## src/rtl/gate_bist.sv

```systemverilog
// gate_bist: self-test sequencer for a two-input logic-gate block.
//   Parameters: SETTLE_CYCLES (idle cycles between drive and sample), PASSES (4-vector sweeps per run),
//               CNT_W (error counter width).
//   Ports: clk, rst_n (async active-low); start (run request, sampled in IDLE);
//          a_o/b_o drive the gate block; and_i..nand_i are its six outputs;
//          busy (not IDLE), done (1-cycle end pulse), pass (result, held until next start),
//          fail_mask (sticky per-gate flags: and,or,not_a,xor,xnor,nand = bit0..5),
//          err_cnt (saturating count of mismatching gate samples).
module gate_bist #(
  parameter int SETTLE_CYCLES = 1,
  parameter int PASSES        = 1,
  parameter int CNT_W         = 8
) (
  input  logic             clk,
  input  logic             rst_n,
  input  logic             start,
  output logic             a_o,
  output logic             b_o,
  input  logic             and_i,
  input  logic             or_i,
  input  logic             not_a_i,
  input  logic             xor_i,
  input  logic             xnor_i,
  input  logic             nand_i,
  output logic             busy,
  output logic             done,
  output logic             pass,
  output logic [5:0]       fail_mask,
  output logic [CNT_W-1:0] err_cnt
);
  localparam logic [2:0] IDLE   = 3'd0;
  localparam logic [2:0] DRIVE  = 3'd1;
  localparam logic [2:0] SETTLE = 3'd2;
  localparam logic [2:0] SAMPLE = 3'd3;
  localparam logic [2:0] DONE   = 3'd4;
  localparam int SW = SETTLE_CYCLES > 1 ? $clog2(SETTLE_CYCLES + 1) : 1;
  localparam int PW = $clog2(PASSES + 1);
  logic [2:0]       state, nxt;
  logic [1:0]       vec;
  logic [PW-1:0]    sweep;
  logic [SW-1:0]    cnt;
  logic [5:0]       expected, mismatch, new_mask;
  logic [2:0]       pop;
  logic [CNT_W+2:0] sum;
  logic [CNT_W-1:0] sat;
  logic             last;
  always_comb begin
    expected = {~(a_o & b_o), ~(a_o ^ b_o), a_o ^ b_o, ~a_o, a_o | b_o, a_o & b_o};
    mismatch = expected ^ {nand_i, xnor_i, xor_i, not_a_i, or_i, and_i};
    new_mask = fail_mask | mismatch;
    pop = 3'(mismatch[0]) + 3'(mismatch[1]) + 3'(mismatch[2])
        + 3'(mismatch[3]) + 3'(mismatch[4]) + 3'(mismatch[5]);
    sum = (CNT_W+3)'(err_cnt) + (CNT_W+3)'(pop);
    // clamp at all-ones instead of wrapping
    sat = sum > (CNT_W+3)'({CNT_W{1'b1}}) ? {CNT_W{1'b1}} : sum[CNT_W-1:0];
    last = vec == 2'd3 && sweep == PW'(PASSES - 1);
    nxt = IDLE;
    unique case (state)
      IDLE:    nxt = start ? DRIVE : IDLE;
      DRIVE:   nxt = SETTLE_CYCLES == 0 ? SAMPLE : SETTLE;
      SETTLE:  nxt = cnt == SW'(1) ? SAMPLE : SETTLE;
      SAMPLE:  nxt = last ? DONE : DRIVE;
      DONE:    nxt = IDLE;
      default: nxt = IDLE;
    endcase
  end
  always_ff @(posedge clk or negedge rst_n) begin
    if (!rst_n) begin
      state     <= IDLE;
      a_o       <= 1'b0;
      b_o       <= 1'b0;
      busy      <= 1'b0;
      done      <= 1'b0;
      pass      <= 1'b0;
      fail_mask <= '0;
      err_cnt   <= '0;
      vec       <= '0;
      sweep     <= '0;
      cnt       <= '0;
    end else begin
      state <= nxt;
      busy  <= nxt != IDLE;
      done  <= nxt == DONE;
      unique case (state)
        IDLE: if (start) begin
          pass      <= 1'b0;
          fail_mask <= '0;
          err_cnt   <= '0;
          vec       <= '0;
          sweep     <= '0;
          a_o       <= 1'b0;
          b_o       <= 1'b0;
        end
        DRIVE:  cnt <= SW'(SETTLE_CYCLES);
        SETTLE: cnt <= cnt - SW'(1);
        SAMPLE: begin
          fail_mask <= new_mask;
          err_cnt   <= sat;
          vec       <= vec + 2'd1;
          if (vec == 2'd3) sweep <= sweep + PW'(1);
          // the next vector appears on a_o/b_o as DRIVE is entered; after the last sample they hold
          if (!last) {a_o, b_o} <= vec + 2'd1;
          // pass sees the final sample's mismatches on the same edge that records them
          if (last) pass <= new_mask == 6'h00;
        end
        default: ;
      endcase
    end
  end
endmodule

```

## config.mk

```make
export PLATFORM = sky130hd
export DESIGN_NAME = gate_bist
export DESIGN_NICKNAME = d
export VERILOG_FILES = /design/src/rtl/gate_bist.sv
export SDC_FILE = /design/constraint.sdc
export NUM_CORES = 1
export LEC_CHECK = 0
export CAP_MARGIN = 30
export CORE_MARGIN = 2
export CORE_UTILIZATION = 45
export DETAILED_ROUTE_END_ITERATION = 10
export PLACE_DENSITY = 0.72
export SLEW_MARGIN = 20
export SYNTH_ARGS = -nofsm -noshare
export SYNTH_HDL_FRONTEND = slang
export SYNTH_SLANG_ARGS = --single-unit
```

## constraint.sdc

```tcl
create_clock -name clk -period 3.93 [get_ports clk]
set_input_delay 0.786 -clock clk [delete_from_list [all_inputs] [get_ports clk]]
set_output_delay 0.786 -clock clk [all_outputs]
set_load 0.01 [all_outputs]
```

==> metrics.md, run 1 <==
| Metric | Value |
|---|---|
| Status | `complete, no violations` |
| Fin worst setup slack | `between 0.15 and 0.2 ns` |
| Pre-CTS setup slack | `-0.309 ns` |
| Area grow syn2layout | `24.0%` |
| FF/Latch Area | `roughly 650 sq um` |
| Initial Utilization | `47.8%` |
| Syn_nets | `166` |
| RD Place Congestion | `0.857` |
| Area of the multi-input gates | `779 sq um` |
| Initial antenna violation count | `0` |
| CP max-delay cell | `fa_1` |
| Worst clock skew | `between 0.006 and 0.007 ns` |
| Vias in the first global route | `~1,200` |
| Max-slew violations | `0` |
| Nets | `196` |
| Highest Clock Rate | `about 270 MHz` |
| Post-synthesis sequential area ratio | `roughly 44%` |
| Crit Path Max Fanout | `6` |
| Pin count of the biggest net entering global routing | `27` |
| Kind of critical path | `input pin to register` |
| GR Util All Layers | `18.0%` |
| Average wire per standard cell | `roughly 14 um` |
| Final setup fails | `0` |
| WL final | `about 3000 um` |
| Reg clk slew, reported paths | `0.13 ns` |
| Number of warnings issued by yosys | `0` |
| Clk Latency, worst-skew pair | `between 0.3 and 0.4 ns` |
| Clock power share | `7.0%` |
| Worst path required time | `a little over 4 ns` |
| 1st-pass router iterations | `4` |
| Hpwl dp | `about 2200 um` |
| Die H | `between 60 and 70 um` |
| Worst-Margin Slew | `0.692 ns` |
| Share of layout cells above drive strength 1 | `9.14%` |
| Hold Vio Cnt, Final | `0` |
| Post-Syn Instances | `147` |
| Logic gate share of total power | `63.1%` |
| Pwr Density | `just under 900 nW/um^2` |
| Clock sink count | `26` |
| Port Buffers | `27` |
| H-Tree Depth | `1` |
| Routed via count | `1,170` |
| Netlist cell types | `37` |
| Fillcell total | `287` |
| Internal Power | `~900 uW` |
| DRC Markers | `0` |
| Row count | `20` |
| # diodes | `0` |
| Tcrit/Tclk final | `95.4%` |
| Post-Syn Area | `around 1500 sq um` |
| Critical path arrival | `a little under 4 ns` |
| Critical Path Max Stage Delay | `0.55 ns` |
| Initial DRC count | `47` |
| Via-to-Cell Ratio | `between 5 and 6` |
| First-pass GRT wire length | `around 5100 um` |
| Leak pwr | `~0.8 nW` |
| Total grt overflow | `0` |
| Sequential fraction of design power | `approximately 30%` |
| Final setup TNS | `0 ns` |
| Worst hold start | `vec[1]$_DFFE_PN0P_` |
| Worst R2R Start | `a_o$_DFFE_PN0P_` |
| Resized Gates After CTS | `0` |
| Post-layout min period | `approximately 3.7 ns` |
| Startpoint types | `input pin` |
| Die width | `61.4 um` |
| RSZ-0062 raised after global routing | `no` |
| Mean Syn Cell Area | `slightly above 10 sq um` |
| Max IR drop VDD | `~0.00036 V` |
| Setup crit start | `and_i` |
| Relative slew slack | `roughly 54%` |
| Clock Path Buffers | `2` |
| CTS Root Cell | `clkbuf_4` |
| Total CTS buffers | `3` |
| CP Capture Type | `register` |
| I/O Pins | `28` |
| Hold Crit Class | `register to register` |
| P_sw | `717 uW` |
| Switch share | `about 45%` |
| CP Cell Sequence | `clkdlybuf4s50_1, xnor2_2, fa_1, fa_1, inv_1, fa_2, fa_2, a21oi_1, buf_4, nor3_1, nor2_1, a311oi_1` |
| Die area | `3770 sq um` |
| Synthesized flop and latch total | `26` |
| TritonCTS clock tree | `built` |
| Core Area | `3100 sq um` |
| Post-route ant nets | `0` |
| Max-cap violation count | `0` |
| Hold buffer count at cts | `0` |
| Post-CTS Setup Inserts | `0` |
==> power groups by stage <==
stage / registers [mW] / clock network [mW] / logic (mW)
final: 0.482 / 0.112 / 1.02
after global routing: 0.500 / 0.127 / 1.16
after CTS: 0.481 / 0.116 / 0.998
after detailed placement: 0.487 / 0 / 0.992
after global placement: 0.483 / 0 / 0.981
after floorplan: 0.478 / 0 / 0.698
==> cells in the final DEF, fill, tap and decap left out, types with 3 or more instances in the layout <==
cell type         n
nor2_1           27
clkdlybuf4s50_1  27
dfrtp_1          26
a21oi_1          10
nand2_1          10
inv_1             8
o21ai_0           6
ha_1              6
mux2i_1           5
buf_4             4
xor2_1            3
xnor2_1           3
nand3_1           3
clkbuf_4          3
==> synth_stat cells <==
library cell | number | area (sq um)
a211oi_2 | 1 | 12.5
a21oi_1 | 10 | 50.1
a22o_1 | 1 | 8.76
a311oi_1 | 1 | 8.76
a31oi_1 | 1 | 6.26
and3b_1 | 1 | 8.76
buf_2 | 4 | 20.0
buf_6 | 2 | 22.5
dfrtp_1 | 26 | 651
fa_1 | 4 | 80.1
ha_1 | 6 | 75.1
inv_1 | 8 | 30.0
mux2i_1 | 5 | 50.1
nand2_1 | 10 | 37.5
nand2b_1 | 2 | 12.5
nand3_1 | 3 | 15.0
nand3b_1 | 2 | 15.0
nand4b_1 | 1 | 8.76
nor2_1 | 27 | 101
nor2b_1 | 1 | 6.26
nor3_1 | 1 | 5.00
nor3b_1 | 2 | 15.0
nor4_1 | 1 | 6.26
nor4_2 | 1 | 12.5
nor4b_4 | 1 | 23.8
o211a_1 | 1 | 10.0
o211ai_1 | 1 | 7.51
o21a_1 | 2 | 15.0
o21ai_0 | 6 | 30.0
o21ai_1 | 1 | 5.00
o22a_1 | 1 | 8.76
o22ai_2 | 1 | 12.5
o31ai_1 | 2 | 15.0
o32ai_2 | 1 | 16.3
or4b_1 | 1 | 10.0
xnor2_1 | 4 | 35.0
xor2_1 | 4 | 35.0
==> state kept, by name, summed over array words and instances, names as in the netlist <==
name / count
a_o: 1
b_o: 1
busy: 1
cnt: 1
done: 1
err_cnt: 8
fail_mask: 6
pass: 1
state: 3
sweep: 1
vec: 2
==> final timing paths <==
| check | end | slack (ns) | cells past startpoint |
|---|---|---|---|
| setup / recovery | err_cnt[3]$_DFFE_PN0P_ | 0.18 | 12 |
| hold / removal | vec[1]$_DFFE_PN0P_ | 0.52 | 1 |
| setup reg to reg | err_cnt[3]$_DFFE_PN0P_ | 0.36 | 12 |
| hold reg to reg | vec[1]$_DFFE_PN0P_ | 0.52 | 1 |
| max in group asynchronous | busy$_DFF_PN0_ | 2.85 | 2 |
| min in group asynchronous | fail_mask[5]$_DFFE_PN0P_ | 0.82 | 2 |
==> metal layers <==
layer / track usage [%] / share of wire, % / up-vias
met2: 29.5 / 46 / 32
met3: 2.52 / 5.2 / 5
met1: 23.7 / 47 / 571
met4: 7.90 / 1.6 / 0
li1: - / - / 562
met5: 0 / 0 / -
==> stage by stage <==
step	cell area, sq um	power [mW]	util, %	hold slack (ns)	std cells
after detailed placement	1800	1.48	57.9	0.492	216
after CTS	1820	1.60	58.6	0.525	219
after global routing	1840	1.79	59.2	0.553	219
final	1840	1.61	59.2	0.519	219
after floorplan	1480	1.18	-	0.470	147
after global placement	1800	1.46	57.9	0.489	216
==> worst max-delay path, delay by kind of cell <==
family	cells	cell delay [ns]
adder cells (fa/ha/maj)	4	1.82
buffers and inverters	3	0.68
XOR/XNOR	1	0.18
AO/OA/AOI/OAI	2	0.27
AND/OR/NAND/NOR	2	0.18
==> layout make-up <==
cell class | count | area share (%)
multi-input combinational | 107 | 42.4
timing repair buffer | 31 | 16.3
sequential | 26 | 35.4
tap | 44 | 3.00
clock buffer | 3 | 1.23
inverter | 8 | 1.63
==> kinds of logic (layout without fill, tap and decap cells) <==
kind of cell | count (synthesis) | in the layout | share of synthesized area [%]
flip-flops | 26 | 26 | 43.9
XOR/XNOR | 8 | 8 | 4.73
AND/OR/NAND/NOR | 54 | 54 | 18.7
buffers and inverters | 14 | 42 | 4.89
adder cells (fa/ha/maj) | 10 | 10 | 10.5
AO/OA/AOI/OAI | 30 | 30 | 13.9
multiplexers | 5 | 5 | 3.38
(Power assumes the default switching activity.)
==> run 2, diff against run 1 <==
--- a/config.mk
+++ b/config.mk
@@ -5,11 +5,13 @@
 export SDC_FILE = /design/constraint.sdc
 export NUM_CORES = 1
 export LEC_CHECK = 0
+export ABC_AREA = 1
 export CAP_MARGIN = 30
+export CORE_ASPECT_RATIO = 0.8
 export CORE_MARGIN = 2
 export CORE_UTILIZATION = 45
 export DETAILED_ROUTE_END_ITERATION = 10
-export PLACE_DENSITY = 0.72
+export PLACE_DENSITY = 0.69
 export SLEW_MARGIN = 20
 export SYNTH_ARGS = -nofsm -noshare
 export SYNTH_HDL_FRONTEND = slang
==> run 2 against run 1 <==
  * Power decreased by 1.5%
  * Global-route usage increased by 2.5 points
  * Clock power increased by 56%
  * Non-clock buffer count increased by 1
  * Final cell count increased by 23%
  * Combinational power decreased by 4%
  * Core utilization increased by 2.3 points
  * Critical path depth increased by 3
  * Design area increased by 5.6%
  * Maximum frequency decreased by 1.6%
  * Sequential cell count unchanged
==> metrics.md, run 2 <==
| Metric | Value |
|---|---|
| Max IR drop VDD | `between 0.0003 and 0.0004 V` |
| CP Cell Sequence | `clkdlybuf4s50_1, nand2_1, and2_1, fa_1, fa_1, inv_1, fa_2, fa_2, nand2_2, nand2_4, nand2_1, xor2_1, nand2_1, nand2_1, nand2_1` |
| 1st-pass router iterations | `4` |
| Core Area | `roughly 3200 sq um` |
| Post-synthesis sequential area ratio | `42.9%` |
| Max-cap violation count | `0` |
| Final setup fails | `0` |
| CP max-delay cell | `fa_1` |
| Clock sink count | `26` |
| Worst hold start | `vec[1]$_DFFE_PN0P_` |
| WHS | `between 0.4 and 0.5 ns` |
| Hold Crit Class | `register to register` |
| Clk Latency, worst-skew pair | `~0.28 ns` |
| Commonest non-fill, non-tap cell in the layout | `nand2_1` |
| Top_reg_cell synth | `dfrtp_1` |
| GR Util All Layers | `20.4%` |
| Critical Path Max Stage Delay | `between 0.5 and 0.6 ns` |
| Area grow syn2layout | `28.1%` |
| Relative slew slack | `between 70% and 80%` |
| Mean Syn Cell Area | `between 7 and 8 sq um` |
| Average wire per standard cell | `12.4 um` |
| Synthesized flop and latch total | `26` |
| Bufs and invs on worst path | `2` |
| Hpwl dp | `2560 um` |
| Post-Syn Area | `about 1500 sq um` |
| DRC Markers | `0` |
| Max reg flops | `8` |
| Post-synth top area share | `a little over two fifths` |
| Die area | `between 3000 and 4000 sq um` |
| Highest Clock Rate | `263 MHz` |
| Nets | `roughly 250` |
| TritonCTS clock tree | `built` |
| Row count | `18` |
| Via-to-Cell Ratio | `between 4 and 5` |
| # diodes | `0` |
| RD Place Congestion | `approximately 0.83` |
| WL final | `between 3000 and 4000 um` |
| Post-route ant nets | `0` |
| First-pass GRT wire length | `5890 um` |
| Post-CTS Setup Inserts | `0` |
| EDFF count, synth | `0` |
| Post-Syn Instances | `about 190` |
| Hold buffer count at cts | `0` |
| Hold Vio Cnt, Final | `0` |
| Async S/R FF share, synth | `100%` |
| Area leader, netlist | `dfrtp_1` |
| Reg clk slew, reported paths | `0.08 ns` |
| Initial antenna violation count | `0` |
| Largest Register | `err_cnt` |
| Pwr Density | `between 800 and 900 nW/um^2` |
| Die width | `a little under 70 um` |
| Startpoint types | `input pin` |
| Max-slew violations | `0` |
| Number of warnings issued by yosys | `0` |
| Vias in the first global route | `between 1,000 and 1,500` |
| CTS Root Cell | `clkbuf_8` |
| Pin count of the biggest net entering global routing | `27` |
| Total CTS buffers | `3` |
| Initial DRC count | `between 60 and 70` |
| Tcrit/Tclk final | `96.9%` |
| Crit Path Max Fanout | `7` |
| Most Frequent Cell on Critical Path | `nand2_1` |
| Critical path arrival | `~4.0 ns` |
| Port Buffers | `27` |
| H-Tree Depth | `1` |
| I/O Pins | `28` |
| Top cells by count, synth | `nand2_1, inv_1, dfrtp_1` |
| Post-layout min period | `between 3 and 4 ns` |
| Share of layout cells above drive strength 1 | `a little over a tenth` |
| Kind of critical path | `input pin to register` |
| Largest registers | `err_cnt: 8 flops, fail_mask: 6 flops, state: 3 flops` |
| RSZ-0062 raised after global routing | `no` |
| Most frequent cells in the layout | `nand2_1, inv_1, clkdlybuf4s50_1, dfrtp_1` |
| Top Family by Delay on Critical Path | `adder cells` |
| Worst R2R Start | `a_o$_DFFE_PN0P_` |
| Synth area leaders | `dfrtp_1, nand2_1, inv_1, fa_1, ha_1` |
| Worst clock skew | `roughly 0.0096 ns` |
| Worst path required time | `~4 ns` |
| Netlist cell types | `23` |
| Die H | `roughly 56 um` |
| Routed via count | `roughly 1,300` |
| Top-count cell post-synth | `nand2_1` |
| Initial Utilization | `48.1%` |
| Clock Path Buffers | `2` |
| CP Capture Type | `register` |
| Worst-Margin Slew | `approximately 0.4 ns` |
| Setup crit start | `not_a_i` |
| Status | `complete, no violations` |
| Total power | `1.59 mW` |
| Total grt overflow | `0` |
| Syn_nets | `between 200 and 250` |
| Leak pwr | `between 0.9 and 1 nW` |
[run 2: path summary, 6_finish.rpt]
| path | to | slack (ns) | depth (start not counted) |
|---|---|---|---|
| max | err_cnt[4]$_DFFE_PN0P_ | 0.12 | 15 |
| min | vec[1]$_DFFE_PN0P_ | 0.48 | 2 |
| max reg2reg | err_cnt[4]$_DFFE_PN0P_ | 0.48 | 16 |
| min reg2reg | vec[1]$_DFFE_PN0P_ | 0.48 | 2 |
| max in group asynchronous | err_cnt[3]$_DFFE_PN0P_ | 2.81 | 2 |
| min in group asynchronous | fail_mask[2]$_DFFE_PN0P_ | 0.86 | 2 |
[run 2: final cells by class]
| cell class | count | area, sq um |
|---|---|---|
| Tap cell | 40 | 50.0 |
| Sequential cell | 26 | 651 |
| Clock buffer | 4 | 55.1 |
| Multi-Input combinational cell | 134 | 751 |
| Inverter | 33 | 126 |
| Fill cell | 279 | 1210 |
| Timing Repair Buffer | 32 | 308 |
[run 2: logic make-up (layout without fill, tap and decap cells)]
family          count (synthesis)  after routing  share of synthesized area (%)
flops                          26             26                           42.9
simple gates                  100            100                           28.9
xor+xnor                        3              3                           1.73
fa+ha+maj                      10             10                           10.2
buf+inv                        34             69                           8.84
compound gates                 21             21                           7.35
[run 2: metal layers]
metal  part of all wire, %  wire [um]  global-route usage (%)
met5                     0          0                       0
met4                   1.3         42                    5.04
met3                   4.9        163                    4.45
met2                    46       1540                    31.9
met1                    47       1580                    28.8
[run 2: worst reg2reg max path, cell delays in order, from the launching register on]
cell	delay (ns)
dfrtp_1	0.45
ha_1	0.28
inv_1	0.07
nand2_1	0.06
nand2_1	0.09
fa_1	0.44
fa_1	0.56
inv_1	0.06
fa_2	0.39
fa_2	0.36
nand2_2	0.11
nand2_4	0.08
nand2_1	0.08
xor2_1	0.14
nand2_1	0.07
nand2_1	0.06
nand2_1	0.05
[run 2: timing repair]
action | 4_1_cts | 5_1_grt
setup endpoints to repair | 1 | 7
pin swaps | 0 | 1
gates resized for setup | 1 | 5
[run 2: power breakdown]
part / internal (mW) / leakage (nW) / switching, mW
Sequential: 0.363 / 0.337 / 0.0733
Clock: 0.0897 / 0.0288 / 0.0850
Combinational: 0.422 / 0.606 / 0.553
[run 2: stage by stage]
step | setup TNS (ns) | cells | setup WS (ns) | cell area [sq um] | utilization (%)
finish | 0 | 269 | 0.121 | 1940 | 61.5
global route | 0 | 269 | 0.0266 | 1940 | 61.5
CTS | 0 | 269 | 0.0291 | 1920 | 61.0
detailed placement | -1.88 | 265 | -0.317 | 1870 | 59.2
global placement | -1.26 | 265 | -0.233 | 1870 | 59.2
floorplan | 0 | 194 | 0.341 | 1520 | -
